[src/rtl/mux32_serializer_pkg.sv]
// Shared types and helpers for the 32-bit word serializer.
package mux32_serializer_pkg;

  localparam int WORD_W = 32;
  localparam int SEL_W  = 5;

  typedef enum logic {
    IDLE  = 1'b0,
    SHIFT = 1'b1
  } state_e;

  // First bit index emitted for a word.
  function automatic logic [SEL_W-1:0] start_idx(input bit lsb_first);
    return lsb_first ? SEL_W'(0) : SEL_W'(WORD_W - 1);
  endfunction

  // Final bit index emitted for a word; the strobe at this index carries ser_last.
  function automatic logic [SEL_W-1:0] end_idx(input bit lsb_first);
    return lsb_first ? SEL_W'(WORD_W - 1) : SEL_W'(0);
  endfunction

endpackage

[src/rtl/mux32_serializer_mux.sv]
// 32:1 bit-select multiplexer driven by the serializer's select counter.
module mux32to1
  import mux32_serializer_pkg::*;
(
  input  logic [SEL_W-1:0]  sel,
  input  logic [WORD_W-1:0] in,
  output logic              out
);

  assign out = in[sel];

endmodule

[src/rtl/mux32_serializer.sv]
// Latches a 32-bit word and emits it one bit per DIV-cycle period through a
// valid/ready serial port, stepping the mux select across all 32 positions.
module mux32_serializer
  import mux32_serializer_pkg::*;
#(
  parameter int DIV       = 1,
  parameter bit LSB_FIRST = 1'b1
) (
  input  logic              clk,
  input  logic              rst_n,
  input  logic [WORD_W-1:0] in_data,
  input  logic              in_valid,
  output logic              in_ready,
  output logic [SEL_W-1:0]  sel,
  output logic              ser_data,
  output logic              ser_valid,
  input  logic              ser_ready,
  output logic              ser_last,
  output logic              busy
);

  localparam int CNT_W = (DIV > 1) ? $clog2(DIV) : 1;
  localparam logic [CNT_W-1:0] CNT_MAX   = CNT_W'(DIV - 1);
  localparam logic [SEL_W-1:0] SEL_START = start_idx(LSB_FIRST);
  localparam logic [SEL_W-1:0] SEL_END   = end_idx(LSB_FIRST);

  state_e              state_q, state_d;
  logic [WORD_W-1:0]   word_q, word_d;
  logic [SEL_W-1:0]    sel_q, sel_d;
  logic [CNT_W-1:0]    cnt_q, cnt_d;

  logic shifting;
  logic at_end;
  logic xfer;
  logic accept;
  logic mux_bit;

  assign shifting  = (state_q == SHIFT);
  assign at_end    = (sel_q == SEL_END);
  // The strobe is a pure function of registers so it drops with rst_n alone.
  assign ser_valid = shifting && (cnt_q == CNT_MAX);
  assign ser_last  = ser_valid && at_end;
  assign xfer      = ser_valid && ser_ready;
  // A new word may land on the same edge the final bit is taken.
  assign in_ready  = !shifting || (ser_last && ser_ready);
  assign accept    = in_valid && in_ready;
  assign busy      = shifting;
  assign sel       = sel_q;
  assign ser_data  = shifting && mux_bit;

  mux32to1 u_mux (
    .sel (sel_q),
    .in  (word_q),
    .out (mux_bit)
  );

  // Next-state logic for the FSM, bit-period divider and select counter.
  always_comb begin
    state_d = state_q;
    word_d  = word_q;
    sel_d   = sel_q;
    cnt_d   = cnt_q;
    case (state_q)
      IDLE: begin
        if (accept) begin
          state_d = SHIFT;
          word_d  = in_data;
          sel_d   = SEL_START;
          cnt_d   = '0;
        end
      end
      SHIFT: begin
        if (xfer) begin
          cnt_d = '0;
          if (at_end) begin
            if (accept) begin
              word_d = in_data;
              sel_d  = SEL_START;
            end else begin
              state_d = IDLE;
            end
          end else if (LSB_FIRST) begin
            sel_d = sel_q + SEL_W'(1);
          end else begin
            sel_d = sel_q - SEL_W'(1);
          end
        end else if (cnt_q != CNT_MAX) begin
          cnt_d = cnt_q + CNT_W'(1);
        end
      end
      default: state_d = IDLE;
    endcase
  end

  // State, word, select and divider registers with asynchronous clear.
  always_ff @(posedge clk or negedge rst_n) begin
    if (!rst_n) begin
      state_q <= IDLE;
      word_q  <= '0;
      sel_q   <= SEL_START;
      cnt_q   <= '0;
    end else begin
      state_q <= state_d;
      word_q  <= word_d;
      sel_q   <= sel_d;
      cnt_q   <= cnt_d;
    end
  end

endmodule

[config.mk]
export PLATFORM = sky130hd
export DESIGN_NAME = mux32_serializer
export DESIGN_NICKNAME = d
export VERILOG_FILES = /design/src/rtl/mux32_serializer_pkg.sv /design/src/rtl/mux32_serializer_mux.sv /design/src/rtl/mux32_serializer.sv
export SDC_FILE = /design/constraint.sdc
export NUM_CORES = 1
export LEC_CHECK = 0
export CAP_MARGIN = 20
export CORE_ASPECT_RATIO = 0.9
export CORE_MARGIN = 5
export CORE_UTILIZATION = 40
export DETAILED_ROUTE_END_ITERATION = 8
export PLACE_DENSITY = 0.69
export REMOVE_ABC_BUFFERS = 1
export SYNTH_ARGS = -nofsm -noshare
export SYNTH_HDL_FRONTEND = slang
export SYNTH_HIERARCHICAL = 1
export SYNTH_SLANG_ARGS = --single-unit
[constraint.sdc]
create_clock -name clk -period 2.7 [get_ports clk]
set_clock_uncertainty 0.2 [all_clocks]
set_input_delay 0.54 -clock clk [delete_from_list [all_inputs] [get_ports clk]]
set_output_delay 0.54 -clock clk [all_outputs]
set_load 0.01 [all_outputs]
# Word-level counts from Yosys, hierarchy flattened
# Cells that the tools add are included.
# Widths: inputs -> output; s select.
[classes]
n_addsub = 2
n_lt_le_gt_ge = 1
eq_ne = 4
mux = 18
bitwise = 2
n_reduce_logical = 9
[op_table]
columns = ["cell", "count"]
rows = [
  ["$mux 32", 3],
  ["$pmux 32 s2", 1],
  ["$mux 5", 3],
  ["$pmux 5 s2", 1],
  ["$mux 1", 7],
  ["$logic_and 1x1->1", 6],
  ["$lt 5x6->1 const B", 1],
  ["$add 5x1->5 const B", 1],
  ["$bmux 1 s5", 1],
  ["$eq 5x5->1 const B", 1],
  ["$ne 2x1->1 const B", 2],
  ["$pmux 1 s2", 2],
  ["$ne 2x2->1 const B", 1],
  ["$not 1->1", 2],
  ["$reduce_and 2->1", 1],
  ["$add 1x1->1 const B", 1],
  ["$logic_not 1->1", 1],
  ["$logic_or 1x1->1", 1],
]
[totals]
reg_bits = 39
in_bits = 36
output_inout_bits = 10
elab_cells = 40

# Logic depth before layout (Yosys ltp)
[logic_depth]
depth_word = 10
depth_mapped = 8

# Modules after synthesis
# The synthesis kept the hierarchy.
[by_module_without_submodules]
columns = ["mod", "n_inst", "cells_each", "area_each_um2", "seq_area_each_um2"]
rows = [
  ["mux32_serializer", 1, 101, 1711.6, 950.9],
  ["mux32to1", 1, 41, 325.3, 0.0],
]

# Least setup slack after synthesis
# OpenSTA, ideal clock, no wires.
[synth_timing]
kind = "reg2out"
start = "register sel_q[1], in the netlist sel[1]"
end = "output port ser_data"
arrival_ps = 1532
required_ps = 1960
setup_slack_ps = 428
stages_incl_launch_ff = 9
n_path_buf = 2
path_cell_list = "dfrtp_1 -> buf_6 -> buf_12 -> mux2i_1 -> a22oi_1 -> nand3_1 -> nand2_1 -> a311o_1 -> and2_1"
[synth_between]
elab_chain_len = 3
[synth_lines]
columns = ["element", "line_no", "rtl"]
rows = [
  ["start, declared", "mux32_serializer.sv:29", "logic [SEL_W-1:0] sel_q, sel_d;"],
  ["start signal, assigned", "mux32_serializer.sv:105", "sel_q <= sel_d;"],
  ["$bmux 1 s5", "mux32_serializer_mux.sv:10", "assign out = in[sel];"],
  ["$mux 1 (implied by the code)", "mux32_serializer_mux.sv:10", ""],
  ["via mux_bit", "mux32_serializer.sv:36", "logic mux_bit;"],
  ["$logic_and 1x1->1", "mux32_serializer.sv:49", "assign ser_data = shifting && mux_bit;"],
  ["end, declared", "mux32_serializer.sv:15", "output logic ser_data,"],
]
# The timed path passes the listed nets, and every way through them passes these cells. The select of a mux whose other input is x is not followed.

# Worst setup path in the final report
# Same ends and word-level chain as after synthesis.

==> impl_metrics.ini <==
[run_status]
status = finished clean

[clock_network]
cts_buffers = 5
cts_tree = done
htreeDepth = 2
root_buffer = clkbuf_8
clkTransAtPathRegs_ns = 0.07
hold_buffers = 0
worstSkewPairLatency_ns = 0.29
cts_buffer_depth = 2
clock-sinks = 38

[setup_path]
path_max_fanout = 5
crit_family = flip-flops
critPathLaunchType = flop
worstSetupPathType = reg2out
crit_path_end_kind = output port
cp_num_buf_inv = 3
crit_path_start = sel[1]
path_cells = buf_6 -> buf_6 -> mux2i_1 -> nand2_1 -> nand3_1 -> nand2_1 -> a311o_1 -> and2_1 -> buf_2
arrival_ns = 1.95
crit_path_top_delay_cell = dfrtp_2
r2r-start = sel[1]
worst_path_largest_cell_delay_ns = 0.45
crit_required_ns = 1.96

[finish]
final_util_pct = 54.7
design_area_um2 = 2680
nNetsFinal = 238
fill_cells = 416
final_common_cell = clkdlybuf4s50_1
layout-drive-gt1-share_pct = 30.3
layout_common_cells = clkdlybuf4s50_1 (41), dfrtp_1 (37), mux2_4 (30)
area_growth_pct = 31.3
antenna_cells = 0

[timing]
fmax_mhz = 372
drv_slew = 0
rsz0062_at_grt = true
fin_ws_ns = 0.0138
relSlewSlack_pct = 44.9
setup_tns_ns = 0
hold_violations = 0
period_share_pct = 99.5
worst_hold_slack_ns = 0.146
tightest_slew_ns = 0.826
setup_viol = 0
timing.final.crit_period_ns = 2.69

[global_route]
track_usage_pct = 13.5
grt_pass1_wl_um = 7060
grt_pass1_vias = 1434
grt_antenna_before_repair = 0
grt_max_degree = 39
overflow = 0

[synthesis]
synth_top_area_share_pct = 46.7
seq_area_frac_synth_pct = 46.7
ys_types = 33
yosysWarnings = 6
synth_area_leaders = dfrtp_1 (47%), mux2_4 (22%), mux2i_1 (7.9%), buf_12 (3.9%), mux2_2 (1.7%)
synth.ff_latch_count = 38
syn_area_per_cell_um2 = 14.3
netlist_instances = 142
synth_area_um2 = 2040
synth_top_cell_by_area = dfrtp_1

[routing]
routed_wl_um = 4320
firstDrtPassIters = 4
antenna_left = 0
first_iter_violations = 46
wl_per_cell_um = 16.3
route.detailed.drc = 0
vias_per_cell = 4.95
vias = 1317

[power]
power_density_nw_per_um2 = 976
leakagePower_uw = 0.00127
worst_ir_drop_vdd_v = 0.000394

[placed_design]
gp_congestion = 0.787
dp_hpwl_um = 3270
io_buffers = 45
dpl_cell_area_um2 = 2520
detailedPlace.worstSlack_ns = -0.0340

[floorplanning]
die_area_um2 = 6620
start_util_pct = 41.6
rows = 24
die-width_um = 85.2
die_h_um = 77.7
core_um2 = 4890
pin_count = 46

[min_path]
hold_class = in2async

[job]
drv_cap = 0
==> per-stage QoR <==
stage | cells | total power (µW)
final | 266 | 2610
after global routing | 266 | 2780
after CTS | 264 | 2600
after detailed placement | 253 | 2150
after global placement | 253 | 2110
after floorplan | 136 | 1730
==> layer usage <==
metal | share of wire (%) | GRT usage, % | vias up
li1 | - | - | 639
met1 | 45 | 17.0 | 633
met2 | 48 | 22.0 | 37
met3 | 5.6 | 4.03 | 8
met4 | 1.6 | 4.91 | 0
met5 | 0 | 0 | -
==> Yosys cell counts (all sizes together) <==
library cell	number
dfrtp	38
mux2	33
mux2i	16
nand2	7
buf	6
a22oi	4
a21oi	3
and2	3
and3	3
nand3	3
nand3b	3
a211o	2
a22o	2
and2b	2
ha	2
nor2	2
a211oi	1
a21bo	1
a311o	1
inv	1
nand2b	1
nand4b	1
nor2b	1
nor3	1
nor3b	1
o21ai	1
o22ai	1
o31ai	1
or2b	1
==> registers in the layout, indices dropped and copies added (netlist names) <==
name and count:
busy 1, sel 5, word_q 32
==> cells by family (layout without fill, tap and decap cells) <==
family	Yosys count	after routing	synth area share, %
flip-flops	38	38	46.7
AO/OA/AOI/OAI	17	17	6.51
AND/OR/NAND/NOR	29	29	8.91
multiplexers	49	49	31.6
adder cells (fa/ha/maj)	2	2	1.23
buffers and inverters	7	66	5.04
==> area by class of cell <==
| type | instances | area [µm²] | share of cell area (%) |
|---|---|---|---|
| clock buffer | 7 | 86.3 | 3.23 |
| multi-input combinational | 97 | 1010 | 37.6 |
| tap | 65 | 81.3 | 3.04 |
| sequential | 38 | 952 | 35.6 |
| clock inverter | 1 | 5.00 | 0.187 |
| timing repair buffer | 57 | 541 | 20.2 |
| inverter | 1 | 3.75 | 0.140 |
==> where the power goes <==
part | leakage, µW | switching, µW | internal, µW
Clock | 0.0000482 | 185 | 206
Sequential | 0.000458 | 213 | 835
Combinational | 0.000768 | 411 | 761
Total | 0.00127 | 809 | 1800
==> what timing repair did <==
| action | 4_1_cts | 5_1_grt |
|---|---|---|
| buffers inserted | 3 | 1 |
| pin swaps | 0 | 5 |
| endpoints found under the setup margin | 3 | 1 |
| resized for setup | 8 | 8 |
| cloned | 0 | 1 |
==> worst paths after layout <==
kind	cells past startpoint	slack, ns	endpoint
max	9	0.01	ser_data
min	1	0.15	word_q[19]
max reg2reg	8	0.20	word_q[7]
min reg2reg	1	0.31	word_q[4]
max in group asynchronous	1	1.59	sel[1]
min in group clk	1	0.31	word_q[4]
Power figures use the tool's default switching activity.
